### config.mk
export PLATFORM = sky130hd
export DESIGN_NAME = fpu_addsub_requester
export DESIGN_NICKNAME = d
export VERILOG_FILES = /design/src/rtl/fpu_addsub_requester_pkg.sv /design/src/rtl/fpu_req_fifo.sv /design/src/rtl/fpu_addsub_requester.sv
export SDC_FILE = /design/constraint.sdc
export NUM_CORES = 1
export LEC_CHECK = 0
export BUFFER_PORTS_ARGS = -buffer_cell sky130_fd_sc_hd__buf_2
export CAP_MARGIN = 20
export CORE_AREA = 2 2 211 213
export CTS_BUF_LIST = sky130_fd_sc_hd__clkbuf_8
export DETAILED_ROUTE_END_ITERATION = 10
export DIE_AREA = 0 0 213 215
export GPL_TIMING_DRIVEN = 0
export PLACE_DENSITY_LB_ADDON = 0.3
export SLEW_MARGIN = 5
export SYNTH_ARGS = -nofsm -noshare
export SYNTH_HDL_FRONTEND = slang
export SYNTH_HIERARCHICAL = 1
export SYNTH_SLANG_ARGS = --single-unit
### constraint.sdc
create_clock -name clk -period 9.25 [get_ports clk]
set_input_delay 2.3125 -clock clk [delete_from_list [all_inputs] [get_ports clk]]
set_output_delay 2.3125 -clock clk [all_outputs]
set_load 0.05 [all_outputs]
### src/rtl/fpu_addsub_requester_pkg.sv
// Shared definitions for the add/sub FPU requester: FSM states, the timeout
// result value and the layout of a queued request entry.
package fpu_addsub_requester_pkg;

    typedef enum logic [1:0] {
        ST_IDLE,
        ST_ISSUE,
        ST_WAIT,
        ST_RESP
    } state_t;

    localparam logic [31:0] QNAN   = 32'h7FC0_0000;
    localparam int          OPND_W = 32;

    // Queued entries are packed {sub, tag, b, a} with operand A in the LSBs.
    function automatic int entry_width(input int tag_w);
        return 1 + tag_w + 2 * OPND_W;
    endfunction

endpackage

### src/rtl/fpu_req_fifo.sv
// Small in-order request FIFO with asynchronous reset; head data is always
// visible and a pop simply advances the read pointer.
module fpu_req_fifo #(
    parameter int DEPTH = 4,
    parameter int WIDTH = 8
) (
    input  logic             clk,
    input  logic             rst,
    input  logic             push,
    input  logic             pop,
    input  logic [WIDTH-1:0] din,
    output logic [WIDTH-1:0] head,
    output logic             full,
    output logic             empty
);

    localparam int PTR_W = $clog2(DEPTH);

    logic [WIDTH-1:0] mem [DEPTH];
    logic [PTR_W-1:0] wr_ptr;
    logic [PTR_W-1:0] rd_ptr;
    logic [PTR_W:0]   count;

    // Storage needs no reset: count alone decides which entries are live.
    always_ff @(posedge clk) begin
        if (push) begin
            mem[wr_ptr] <= din;
        end
    end

    always_ff @(posedge clk or posedge rst) begin
        if (rst) begin
            wr_ptr <= '0;
            rd_ptr <= '0;
            count  <= '0;
        end else begin
            if (push) begin
                wr_ptr <= wr_ptr + PTR_W'(1);
            end
            if (pop) begin
                rd_ptr <= rd_ptr + PTR_W'(1);
            end
            case ({push, pop})
                2'b10:   count <= count + (PTR_W + 1)'(1);
                2'b01:   count <= count - (PTR_W + 1)'(1);
                default: count <= count;
            endcase
        end
    end

    assign head  = mem[rd_ptr];
    assign full  = (count == (PTR_W + 1)'(DEPTH));
    assign empty = (count == '0);

endmodule

### src/rtl/fpu_addsub_requester.sv
// Initiator side of the add/sub FPU start/ready handshake: queues tagged
// requests, issues them one at a time and returns tagged results with a watchdog.
module fpu_addsub_requester
    import fpu_addsub_requester_pkg::*;
#(
    parameter int DEPTH   = 4,
    parameter int TAG_W   = 4,
    parameter int TIMEOUT = 64
) (
    input  logic             clk,
    input  logic             rst,
    input  logic             req_valid,
    output logic             req_ready,
    input  logic [31:0]      req_a,
    input  logic [31:0]      req_b,
    input  logic             req_sub,
    input  logic [TAG_W-1:0] req_tag,
    output logic             resp_valid,
    input  logic             resp_ready,
    output logic [31:0]      resp_result,
    output logic [TAG_W-1:0] resp_tag,
    output logic             resp_timeout,
    output logic             fpu_start,
    output logic             fpu_add_sub,
    output logic [31:0]      fpu_a,
    output logic [31:0]      fpu_b,
    input  logic             fpu_ready,
    input  logic [31:0]      fpu_result,
    output logic             busy
);

    localparam int ENTRY_W = entry_width(TAG_W);
    localparam int CNT_W   = $clog2(TIMEOUT + 1);

    state_t             state;
    logic [CNT_W-1:0]   wd_cnt;
    logic [TAG_W-1:0]   op_tag;

    logic               fifo_push;
    logic               fifo_pop;
    logic               fifo_full;
    logic               fifo_empty;
    logic [ENTRY_W-1:0] fifo_din;
    logic [ENTRY_W-1:0] fifo_head;

    logic               head_sub;
    logic [TAG_W-1:0]   head_tag;
    logic [31:0]        head_a;
    logic [31:0]        head_b;

    assign req_ready = !fifo_full;
    assign fifo_push = req_valid && req_ready;
    assign fifo_din  = {req_sub, req_tag, req_b, req_a};
    assign {head_sub, head_tag, head_b, head_a} = fifo_head;

    // A pop only ever feeds the operand registers on the way into ISSUE.
    assign fifo_pop = !fifo_empty &&
                      ((state == ST_IDLE) || (state == ST_RESP && resp_ready));

    assign busy = !fifo_empty || (state != ST_IDLE);

    fpu_req_fifo #(
        .DEPTH (DEPTH),
        .WIDTH (ENTRY_W)
    ) u_fifo (
        .clk   (clk),
        .rst   (rst),
        .push  (fifo_push),
        .pop   (fifo_pop),
        .din   (fifo_din),
        .head  (fifo_head),
        .full  (fifo_full),
        .empty (fifo_empty)
    );

    always_ff @(posedge clk or posedge rst) begin
        if (rst) begin
            state        <= ST_IDLE;
            wd_cnt       <= '0;
            op_tag       <= '0;
            fpu_start    <= 1'b0;
            fpu_add_sub  <= 1'b0;
            fpu_a        <= '0;
            fpu_b        <= '0;
            resp_valid   <= 1'b0;
            resp_result  <= '0;
            resp_tag     <= '0;
            resp_timeout <= 1'b0;
        end else begin
            fpu_start <= 1'b0;
            case (state)
                ST_IDLE: begin
                    if (fifo_pop) begin
                        fpu_a       <= head_a;
                        fpu_b       <= head_b;
                        fpu_add_sub <= head_sub;
                        op_tag      <= head_tag;
                        fpu_start   <= 1'b1;
                        state       <= ST_ISSUE;
                    end
                end
                ST_ISSUE: begin
                    wd_cnt <= '0;
                    state  <= ST_WAIT;
                end
                // fpu_ready seen during ISSUE is stale; only WAIT looks at it.
                ST_WAIT: begin
                    if (fpu_ready) begin
                        resp_result  <= fpu_result;
                        resp_tag     <= op_tag;
                        resp_timeout <= 1'b0;
                        resp_valid   <= 1'b1;
                        state        <= ST_RESP;
                    end else if (wd_cnt == CNT_W'(TIMEOUT - 1)) begin
                        resp_result  <= QNAN;
                        resp_tag     <= op_tag;
                        resp_timeout <= 1'b1;
                        resp_valid   <= 1'b1;
                        state        <= ST_RESP;
                    end else begin
                        wd_cnt <= wd_cnt + CNT_W'(1);
                    end
                end
                ST_RESP: begin
                    if (resp_ready) begin
                        resp_valid <= 1'b0;
                        if (fifo_pop) begin
                            fpu_a       <= head_a;
                            fpu_b       <= head_b;
                            fpu_add_sub <= head_sub;
                            op_tag      <= head_tag;
                            fpu_start   <= 1'b1;
                            state       <= ST_ISSUE;
                        end else begin
                            state <= ST_IDLE;
                        end
                    end
                end
                default: state <= ST_IDLE;
            endcase
        end
    end

endmodule

# Yosys cells after proc, flatten, opt, wreduce, memory -nomap -nowiden
# Memory sizes are Yosys's and may differ from the RTL's.
# Index checks and enable logic that the tools add are counted.
# totals
reg_bits,124
mem_bits_rw,276
inputBits,106
elab_cells,88
n_memories,1
# op_classes
add_sub_neg,5
eq_ne,12
mux,36
reduce_logical,20
# memory_table
name,depth,word_bits,read_ports,rd_clocked_by_memory_dff,write_ports,line_no,rtl
u_fifo.mem,4,69,1,0,1,fpu_req_fifo.sv:19,logic [WIDTH-1:0] mem [DEPTH];
# op_table
op,count
$mux W32,6
$pmux W32 S2,2
$mux W4,4
$mux W7,2
$pmux W7 S2,1
$reduce_bool A2 Y1,6
$mux W1,11
$reduce_and A3 Y1,3
$mux W2,4
$pmux W2 S4,1
$pmux W4 S2,1
$add A7 B1 Y7 const B,1
$eq A7 B6 Y1 const B,1
$eq A2 B2 Y1 const B,3
$ne A2 B2 Y1 const B,3
$pmux W1 S2,3
$pmux W3 S2,1
$add A2 B1 Y2 const B,2
$eq A2 B1 Y1 const B,2
$reduce_and A2 Y1,2
$add A3 B1 Y3 const B,1
$eq A3 B3 Y1 const B,1
$logic_and A1 B1 Y1,3
$logic_not A3 Y1,1
other kinds (6),8

# Longest topological paths before layout
# Gate-level depths: netlist (run 1).
# depth
depth_word,7
depth_mapped,10
depth_no_buf,10

# Cells and area by module
# The synthesis (run 1) kept the hierarchy.
# by_module_without_submodules
module,n_inst,cells_per_inst,area_per_inst_um2,seq_area_each_um2
fpu_req_fifo,1,398,10435.0,8463.1
fpu_addsub_requester,1,309,4611.9,2927.8

# Worst setup path after synthesis (run 1)
# No wires, ideal clock.
# synth_path
kind,input -> register
start,in req_valid
end,mem u_fifo/mem[0][0] (netlist name) (enable)
setup_ns,0.434
arrival_ns,4.309
required_time_ns,8.816
slack_ns,4.506
cell_stages,2
path_buffers,0
cell_sequence,nor2b_1 and2_1
# synth_between
elab_chain_len,3
# synth_rtl
element,line_no,rtl
"start, declared",fpu_addsub_requester.sv:12,"input logic req_valid,"
$logic_and A1 B1 Y1,fpu_addsub_requester.sv:52,assign fifo_push = req_valid && req_ready;
$mux W1,fpu_req_fifo.sv:26,if (push) begin
$mux W1 (not written as such),fpu_req_fifo.sv:27,mem[wr_ptr] <= din;
"end, declared",fpu_req_fifo.sv:19,
# Every way passes these cells.

# Worst setup path after layout (run 1)
# layout_path
start,reg u_fifo.count[0]
end,out busy
# layout_between
elab_chain_len,3
# layout_rtl
element,line_no,rtl
"start, declared",fpu_req_fifo.sv:22,logic [PTR_W:0] count;
"start signal, assigned",fpu_req_fifo.sv:44,2'b10: count <= count + (PTR_W + 1)'(1);
"start signal, assigned",fpu_req_fifo.sv:45,2'b01: count <= count - (PTR_W + 1)'(1);
"start signal, assigned",fpu_req_fifo.sv:46,default: count <= count;
$logic_not A3 Y1,fpu_req_fifo.sv:53,assign empty = (count == '0);
net fifo_empty,fpu_addsub_requester.sv:42,logic fifo_empty;
$logic_not A1 Y1,fpu_addsub_requester.sv:60,assign busy = !fifo_empty || (state != ST_IDLE);
$logic_or A1 B1 Y1,fpu_addsub_requester.sv:60,
"end, declared",fpu_addsub_requester.sv:29,output logic busy
# The timed path passes the listed nets, and every way through them passes these cells.

==> results.txt, run 1 <==
status: finished, final reports clean
Final Slew Violations: 0
switching pwr: 2.60 mW
top-count cell post-synth: edfxtp_1
crit-path max cell delay: 0.52 ns
worst-path maximum fanout: 5
WL per Instance: 19.4 um
top-area cell type share of the netlist area: 55.1%
CP Capture Type: output port
Syn Inst Count: 707
Hold EP: resp_result[29]
io pins: 212
CORE AREA: 43600 um^2
non-filler cells, final: 1645
Cell Rows: 77
Yosys cell types: 45
Placed Instance Area: 17000 um^2
post-synthesis sequential area ratio: 75.7%
Hold Crit Start: resp_result[29]
DRT antenna net count: 0
P&R area growth vs syn: 22.4%
Final Util: 42.2%
CP Cell Sequence: nor3_1 -> nand2_1 -> buf_2
Reg-to-Reg End: u_fifo/mem[3][28]
Crit Path Category: flop to output port
aggregate negative setup slack: 0 ns
Flop pwr share: 37.9%
Fin Clk Skew: 0.0192 ns
Yosys reg bits: 400
setup bufs post-CTS: 0
nets: 1114
Post-CTS Resized: 0
global route overflow: 0
via count: 7670
Initial Utilization: 34.5%
gpl congestion: 0.760
Worst path slowest cell: nor3_1
Final Hold Fails: 0
Post-synth EDFFs: 276
first-pass GRT wire length: 48.5 mm
# setup viols final: 0
# fillers: 3935
clk root buf: clkbuf_8
CTS Buf Count: 71
Post-DP HPWL: 18.8 mm
Pre-antenna DRT Iters: 4
Tot GR Track Use: 14.4%
crit path DAT: 2.04 ns
initial antenna violation count: 5
Worst path depth: 3
startpoint types: flop
post-synthesis cell area: 15000 um^2
DRC Markers: 0
ys async rst share: 31.0%
Comb power frac: 38.8%
cts hold-fix bufs: 0
post-route cell area: 18400 um^2
largest net degree at the start of global routing: 63
most instantiated cells after synthesis: edfxtp_1 (276), dfrtp_1 (124), mux2_2 (71)
vias in the first global route: 8186
CTS clk-pin slew, worst paths: 0.06 ns
Clock Power Share: 23.3%
RR Startpoint: u_fifo/count[0]
Sw Share: 37.3%
Vias/cell: 4.66
Die X: 213 um
Fin Hold WS: 0.483 ns
family with the most delay on the worst path: simple AND/OR/NAND/NOR gates
syn avg cell area: 21.3 um^2
Synth Flop Type: edfxtp_1
Final min period: 4.35 ns
Worst-Margin Slew: 0.668 ns
CTS sink count: 400
worst-skew pair later-pin latency: 0.63 ns
pwr/cell area: 378 nW/um^2
layout cell share with drive strength beyond 1: 47.4%
Yosys warning count: 6
R2R setup slack: 6.86 ns
total power: 6.96 mW
maximum vdd drop: 0.000171 V
worst rel slew slack: 55.5%
Iter 0 DRT Violations: 325
Tcrit/Tclk final: 47.0%
Syn Nets: 825
CTS tree: done
CTS max path bufs: 3
Port Buf Inserts: 211
Static Leak: 7.10 nW
WP buf/inv: 1
hold path depth: 1
worst hold path type: flop to flop
top cells by area, synth: edfxtp_1 (55%), dfrtp_1 (21%), mux4_2 (10%), mux2_2 (5.3%), a22o_1 (1.4%)
# H-tree levels: 3
Final WS setup: 4.90 ns
internal power: 4.37 mW
die height: 215 um
Routed WL: 31.9 mm
cells on worst reg2reg path: 5
most area-hungry cell type in the Yosys netlist: edfxtp_1
Max Cap Viol: 0
WP data required: 6.94 ns
DIE AREA: 45800 um^2
dpl cells: 1515
FMAX: 0.230 GHz
pre-CTS setup slack: 5.06 ns
RSZ-0062 raised after global routing: no
kinds of logic (layout without fill, tap and decap cells):
| kind of cell | count (synthesis) | count (layout) | share of synthesized area [%] |
|---|---|---|---|
| buffers and inverters | 48 | 393 | 2.32 |
| DFF | 400 | 400 | 75.7 |
| adders and majority gates | 12 | 12 | 1.05 |
| xor gates and xnor gates | 6 | 6 | 0.349 |
| and+or+nand+nor | 39 | 39 | 1.39 |
| muxes | 145 | 145 | 16.1 |
| AOI/OAI and AO/OA | 57 | 57 | 3.06 |
| other | 0 | 1 | 0 |
routing by layer:
metal  vias to the layer above  share of wire, %  GRT usage (%)
li1                       3430                 -              -
met1                      3946                43           17.9
met2                       220                47           22.6
met3                        68               7.3           5.57
met4                         6               2.6           5.41
met5                         -              0.13              0
registers in the layout, indices dropped and copies added (netlist names), 3 cells and up:
signal	cells
u_fifo/mem	276
u_fifo/count	3
fpu_a	32
resp_result	32
fpu_b	32
op_tag	4
resp_tag	4
wd_cnt	7
cell usage in the layout, fill, tap and decap left out, types with 7 or more instances in the layout:
| cell type | n |
|---|---|
| a21oi_1 | 7 |
| mux4_2 | 68 |
| dfrtp_1 | 124 |
| nand2_1 | 11 |
| edfxtp_1 | 276 |
| ha_1 | 11 |
| clkinv_2 | 9 |
| buf_12 | 7 |
| inv_1 | 40 |
| mux2_2 | 71 |
| clkbuf_8 | 82 |
| o22a_1 | 9 |
| nor2_1 | 7 |
| buf_2 | 225 |
| a22o_1 | 24 |
how the worst max path moves through the flow:
| stage | slack, ns | end | from |
|---|---|---|---|
| 2_1_floorplan | 3.84 | fpu_a[0] | rst |
| 3_3_place_gp | 1.28 | fpu_a[24] | rst |
| 3_5_place_dp | 5.06 | u_fifo/mem[3][22] | req_valid |
| 4_1_cts | 4.79 | busy | u_fifo/count[0] |
| 5_1_grt | 4.76 | busy | u_fifo/count[0] |
| 6_report | 4.90 | busy | u_fifo/count[0] |
power groups by stage:
stage | logic (mW) | registers [mW] | clock network, mW
final | 2.70 | 2.64 | 1.62
after global routing | 2.89 | 2.69 | 1.77
after CTS | 2.77 | 2.65 | 1.70
after detailed placement | 2.77 | 2.68 | 0
after global placement | 2.71 | 2.70 | 0
after floorplan | 1.26 | 3.45 | 0
layout make-up:
class | count | area (um^2) | share of cell area (%)
diodes | 1 | 2.50 | 0.0136
plain buffers | 32 | 289 | 1.57
clock buffers | 82 | 1130 | 6.13
inverters | 16 | 65.1 | 0.353
flip-flops and latches | 400 | 11400 | 61.8
multi-input cells | 259 | 3320 | 18.0
clock inverters | 47 | 297 | 1.61
repair buffers | 216 | 1190 | 6.48
well taps | 592 | 741 | 4.02
Power figures use the tool's default switching activity.
==> inputs of run 2 (changes only) <==
ABC_AREA = 1   (was not set)
CORE_AREA = 2 2 219 221   (was 2 2 211 213)
DIE_AREA = 0 0 221 223   (was 0 0 213 215)
clock period = 4.5 ns   (was 9.25 ns; I/O delays follow)
==> results.txt, run 2 <==
Post-synth EDFFs: 276 (unchanged)
vias in the first global route: 11300 (+38%)
DRT antenna net count: 0 (unchanged)
CORE AREA: 47100 um^2 (+8.0%)
Yosys warning count: 6 (unchanged)
non-filler cells, final: 2373 (+44%)
Static Leak: 8.87 nW (+25%)
Flop pwr share: 36.2% (-1.7 points)
met3 usage: 4.32% (-1.2 points)
switching pwr: 6.51 mW (+150%)
Port Buf Inserts: 211 (unchanged)
top-count cell post-synth: nand2_1
maximum vdd drop: 0.000475 V (+180%)
Biggest register: u_fifo/mem
CP Cell Sequence: inv_1 -> ha_1 -> nand2_1 -> buf_2
Max Cap Viol: 0 (unchanged)
Initial Utilization: 34.6% (+0.12 points)
first-pass GRT wire length: 63.4 mm (+31%)
pwr/cell area: 762 nW/um^2 (+100%)
Pre-antenna DRT Iters: 5 (+1)
Sw Share: 43.5% (+6.2 points)
worst-path maximum fanout: 5 (unchanged)
# setup viols final: 0 (unchanged)
Vias/cell: 4.63 (-0.66%)
Die X: 221 um (+3.8%)
internal power: 8.46 mW (+94%)
Final min period: 2.96 ns
global route overflow: 0 (unchanged)
Final Slew Violations: 0 (unchanged)
status: finished, final reports clean
via count: 11000 (+43%)
post-synthesis sequential area ratio: 69.8% (-5.9 points)
dpl cells: 2241 (+48%)
Post-DP HPWL: 26.4 mm (+40%)
worst-skew pair later-pin latency: 0.63 ns (about the same)
most area-hungry cell type in the Yosys netlist: edfxtp_1
Synth Flop Type: edfxtp_1
layout cell share with drive strength beyond 1: 23.1% (-24 points)
Syn Inst Count: 1410 (+99%)
busiest layer in global routing: met2
crit-path max cell delay: 0.42 ns (-0.10 ns)
pre-CTS setup slack: 1.31 ns (-3.76 ns)
RSZ-0062 raised after global routing: no
worst rel slew slack: 56.7% (+1.2 points)
nets: 1817 (+63%)
most frequent cells in the layout: nand2_1 (470), edfxtp_1 (276), buf_2 (240), inv_1 (180), o211ai_1 (128)
top-area cell type share of the netlist area: 50.8% (-4.3 points)
CTS tree: done
Clock Power Share: 21.0% (-2.3 points)
Fin Hold WS: 0.464 ns (-0.0194 ns)
Tcrit/Tclk final: 65.8%
P&R area growth vs syn: 20.4%
cts hold-fix bufs: 0 (unchanged)
Iter 0 DRT Violations: 615 (+89%)
CTS clk-pin slew, worst paths: 0.06 ns (about the same)
Syn Nets: 1528 (+85%)
met1 Usage GRT: 20.7% (+2.8 points)
Final WS setup: 1.54 ns (-3.36 ns)
gpl congestion: 0.750 (-1.3%)
syn avg cell area: 11.6 um^2 (-46%)
io pins: 212 (unchanged)
CTS max path bufs: 3 (unchanged)
Crit Path Category: flop to output port
DRC Markers: 0 (unchanged)
most instantiated cells after synthesis: nand2_1 (470), edfxtp_1 (276), inv_1 (167)
Comb power frac: 42.8% (+4.0 points)
Worst path slowest cell: dfrtp_1
die height: 223 um (+3.7%)
family with the most delay on the worst path: buffers and inverters
crit path DAT: 1.83 ns (-0.21 ns)
Tot GR Track Use: 16.6% (+2.3 points)
commonest non-fill, non-tap cell in the layout: nand2_1
Routed WL: 40.5 mm (+27%)
startpoint types: flop
number of flip-flops in the largest register: 276 (unchanged)
Fin Clk Skew: 0.0209 ns (+0.00166 ns)
worst hold path type: flop to flop
CTS sink count: 400 (unchanged)
clk root buf: clkbuf_8
setup bufs post-CTS: 0 (unchanged)
initial antenna violation count: 5 (unchanged)
WL per Instance: 17.1 um (-12%)
ys async rst share: 31.0% (unchanged)
Final Util: 41.7% (-0.56 points)
Worst-Margin Slew: 0.650 ns (-0.0179 ns)
DIE AREA: 49300 um^2 (+7.6%)
Yosys reg bits: 400 (unchanged)
FMAX: 0.338 GHz
# H-tree levels: 3 (unchanged)
WP buf/inv: 2 (+1)
WP data required: 3.38 ns (-3.56 ns)
CTS Buf Count: 71 (unchanged)
Yosys cell types: 30 (-33%)
post-synthesis cell area: 16300 um^2 (+8.4%)
Cell Rows: 80 (+3.9%)
met2 GRT Util: 28.1% (+5.5 points)
largest net degree at the start of global routing: 61 (-3.2%)
Final Hold Fails: 0 (unchanged)
total power: 15.0 mW (+110%)
top cells by area, synth: edfxtp_1 (51%), dfrtp_1 (19%), nand2_1 (11%), o211ai_1 (5.9%), inv_1 (3.8%)
CP Capture Type: output port
Post-CTS Resized: 0 (unchanged)
## run 2: cell types whose count changed after synthesis, sizes merged, moves of 27 or more
cell    before  now
buf         28   69
inv         16  172
mux2        75    0
mux4        69    0
nand2       11  474
nand3        2   84
nor2         7   34
o211ai       0  138
## run 2: area by class of cell
class / count / area [um^2]
Buffer: 74 / 532
Timing Repair Buffer: 216 / 1190
Inverter: 172 / 663
Clock inverter: 48 / 241
Sequential cell: 400 / 11400
Clock buffer: 80 / 1100
Multi-Input combinational cell: 764 / 3740
Fill cell: 4504 / 27500
Tap cell: 615 / 769
Antenna cell: 4 / 10.0
## run 2: cells by family after synthesis
family	count (synthesis)	share of synthesized area [%]
compound gates	147	6.93
xor+xnor	6	0.322
fa+ha+maj	12	0.966
buf+inv	246	7.23
flops	400	69.8
simple gates	599	14.7
## run 2: metrics by stage
step           instance area (um^2)  TNS, ns
3_5_place_dp                  18300        0
5_1_grt                       19600        0
2_1_floorplan                 16300        0
3_3_place_gp                  18100  -262.70
6_report                      19600        0
4_1_cts                       19600        0
## run 2: routing by layer
| layer | vias to the layer above | wire [um] | share of wire [%] |
|---|---|---|---|
| li1 | 5312 | - | - |
| met1 | 5305 | 17500 | 43 |
| met2 | 310 | 19700 | 49 |
| met3 | 60 | 2530 | 6.2 |
| met4 | 4 | 825 | 2.0 |
| met5 | - | 22 | 0.054 |
## run 2: power groups by stage
| stage | registers [mW] | logic, mW | clock network [mW] |
|---|---|---|---|
| after detailed placement | 5.48 | 6.51 | 0 |
| final | 5.41 | 6.41 | 3.15 |
| after floorplan | 6.97 | 3.04 | 0 |
| after CTS | 5.42 | 6.52 | 3.26 |
| after global placement | 5.52 | 6.37 | 0 |
| after global routing | 5.51 | 7.02 | 3.44 |
## run 2: worst paths after layout
kind	start	endpoint	slack [ns]	depth (start not counted)
worst min register to register	resp_tag[2]	resp_tag[2]	0.46	2
worst max-delay path	state[0]	busy	1.54	4
worst max register to register	state[0]	u_fifo/count[2]	1.84	14
min in group asynchronous	rst	u_fifo/count[2]	0.49	2
max in group asynchronous	rst	fpu_b[17]	3.15	3
worst min-delay path	resp_tag[2]	resp_tag[2]	0.46	2
## run 2: worst reg2reg max path, delay by kind of cell (launching register included)
kind	cells	cell delay, ns
adder cells (fa/ha/maj)	3	0.79
flip-flops	1	0.42
buffers and inverters	5	0.91
AO/OA/AOI/OAI	1	0.06
AND/OR/NAND/NOR	5	0.38
==> inputs of run 3 (changes only) <==
clock period = 3.1 ns   (was 4.5 ns; I/O delays follow)
==> results.txt, run 3 (synthesis results as in run 2) <==
worst-path maximum fanout: 12 (+7)
Clock Power Share: 22.5% (+1.5 points)
end point of the critical path: u_fifo/count[2]
Crit Path Category: flop to flop
Post-CTS Resized: 0 (unchanged)
maximum vdd drop: 0.000525 V (+10%)
gpl congestion: 0.764 (+1.9%)
die height: 223 um (unchanged)
P&R area growth vs syn: 21.4%
vias in the first global route: 11100 (-2.0%)
WP buf/inv: 5 (+3)
Post-DP HPWL: 26.4 mm (-0.20%)
internal power: 12.7 mW (+50%)
initial antenna violation count: 7 (+2)
worst-skew pair later-pin latency: 0.63 ns (about the same)
clk root buf: clkbuf_8
Vias/cell: 4.58 (-1.2%)
Worst-Margin Slew: 0.588 ns (-0.0619 ns)
largest net degree at the start of global routing: 42 (-31%)
CORE AREA: 47100 um^2 (unchanged)
RR Startpoint: state[0]
DRT antenna net count: 0 (unchanged)
Final min period: 2.70 ns
CTS max path bufs: 3 (unchanged)
crit path DAT: 3.22 ns (+1.39 ns)
nets: 1819 (+0.11%)
Final Util: 42.0% (+0.36 points)
Flop pwr share: 35.4% (-0.8 points)
Initial Utilization: 34.6% (unchanged)
CTS tree: done
Final WS setup: 0.397 ns (-1.14 ns)
Sw Share: 42.8% (-0.65 points)
CP startpoint: state[0]
Static Leak: 8.97 nW (+1.2%)
family with the most delay on the worst path: buffers and inverters
Iter 0 DRT Violations: 550 (-11%)
# setup viols final: 0 (unchanged)
post-route cell area: 19800 um^2 (+0.85%)
worst rel slew slack: 60.8% (+4.1 points)
global route overflow: 0 (unchanged)
commonest non-fill, non-tap cell in the layout: nand2_1
Die X: 221 um (unchanged)
Final Hold Fails: 0 (unchanged)
pwr/cell area: 1120 nW/um^2 (+47%)
Max Cap Viol: 0 (unchanged)
first-pass GRT wire length: 63.0 mm (-0.73%)
setup bufs post-CTS: 0 (unchanged)
RSZ-0062 raised after global routing: no
FMAX: 0.370 GHz
Tcrit/Tclk final: 87.2%
WL per Instance: 17.1 um (+0.40%)
Worst path slowest cell: dfrtp_1
# H-tree levels: 3 (unchanged)
Port Buf Inserts: 211 (unchanged)
DIE AREA: 49300 um^2 (unchanged)
met1 Usage GRT: 21.0% (+0.25 points)
number of flip-flops in the largest register: 276 (unchanged)
cts hold-fix bufs: 0 (unchanged)
Pre-antenna DRT Iters: 5 (unchanged)
io pins: 212 (unchanged)
Placed Instance Area: 18300 um^2 (+0.21%)
met3 usage: 4.10% (-0.22 points)
Multi-input gate area: 3740 um^2 (unchanged)
Final Slew Violations: 0 (unchanged)
most frequent cells in the layout: nand2_1 (470), edfxtp_1 (276), buf_2 (240), inv_1 (188), o211ai_1 (128)
crit-path max cell delay: 0.43 ns (about the same)
total power: 22.2 mW (+48%)
startpoint types: flop
layout cell share with drive strength beyond 1: 23.3% (+0.10 points)
Tot GR Track Use: 16.7% (+0.046 points)
pre-CTS setup slack: 0.248 ns (-1.06 ns)
CTS clk-pin slew, worst paths: 0.06 ns (about the same)
status: finished, final reports clean
CP Capture Type: flop
met2 GRT Util: 27.8% (-0.28 points)
dpl cells: 2243 (+0.089%)
Reg-to-Reg End: u_fifo/count[2]
switching pwr: 9.49 mW (+46%)
non-filler cells, final: 2378 (+0.21%)
via count: 10900 (-0.96%)
Biggest register: u_fifo/mem
Cell Rows: 80 (unchanged)
cells on worst reg2reg path: 14 (unchanged)
Comb power frac: 42.1% (-0.7 points)
Fin Clk Skew: 0.0192 ns (-0.00171 ns)
worst hold path type: input port to async pin
R2R setup slack: 0.40 ns (-1.44 ns)
register area: 11400 um^2 (unchanged)
Routed WL: 40.8 mm (+0.61%)
Crit path top cell by count: nand2_1
CTS Buf Count: 71 (unchanged)
Worst path depth: 14 (+10)
CP Cell Sequence: inv_1 -> ha_1 -> inv_1 -> o21ai_1 -> nand2_1 -> inv_2 -> buf_2 -> ha_1 -> inv_1 -> fa_1 -> nand2_1 -> nand3_1 -> nand2_1 -> nand2_1
WP data required: 3.62 ns (+0.24 ns)
# fillers: 4468 (-0.80%)
DRC Markers: 0 (unchanged)
busiest layer in global routing: met2
CTS sink count: 400 (unchanged)
-- run 3: changes by cell type in the layout (fill, tap and decap cells not counted), sizes merged --
| cell | before | now |
|---|---|---|
| clkinv | 25 | 13 |
| inv | 191 | 198 |
| clkbuf | 85 | 90 |
| bufinv | 1 | 4 |
| buf | 285 | 287 |
-- run 3: metal layers --
metal  up-vias  routed length [um]
li1       5321                   -
met1      5201               17900
met2       284               19600
met3        68                2320
met4        12                 853
met5         -                  60
-- run 3: area by class of cell --
cell class | count | share of cell area, %
clock buffers | 85 | 5.91
flip-flops and latches | 400 | 57.5
repair buffers | 218 | 6.19
diodes | 4 | 0.0505
clock inverters | 46 | 1.52
plain buffers | 74 | 2.69
multi-input cells | 764 | 18.9
well taps | 615 | 3.89
inverters | 172 | 3.34
-- run 3: worst min path at each step --
| stage | startpoint | to | cells after the start |
|---|---|---|---|
| after floorplan | op_tag[0] | op_tag[0] | 2 |
| after global placement | resp_result[19] | resp_result[19] | 2 |
| after detailed placement | resp_result[20] | resp_result[20] | 2 |
| after CTS | rst | u_fifo/wr_ptr[0] | 2 |
| after global routing | rst | u_fifo/count[2] | 2 |
| final | rst | u_fifo/rd_ptr[1] | 2 |
-- run 3: power by group through the flow --
stage,clock (mW),sequential [mW],combinational (mW)
after floorplan,0,10.1,4.42
after global placement,0,8.01,9.24
after detailed placement,0,7.95,9.44
after CTS,5.16,7.85,9.46
after global routing,5.39,8.00,10.2
final,4.98,7.85,9.32
-- run 3: metrics by stage --
stage,hold WS [ns],setup TNS [ns]
5_1_grt,0.0963,0
2_1_floorplan,0.442,0
3_5_place_dp,0.454,0
3_3_place_gp,0.448,-385.81
4_1_cts,0.0534,0
6_report,0.107,0
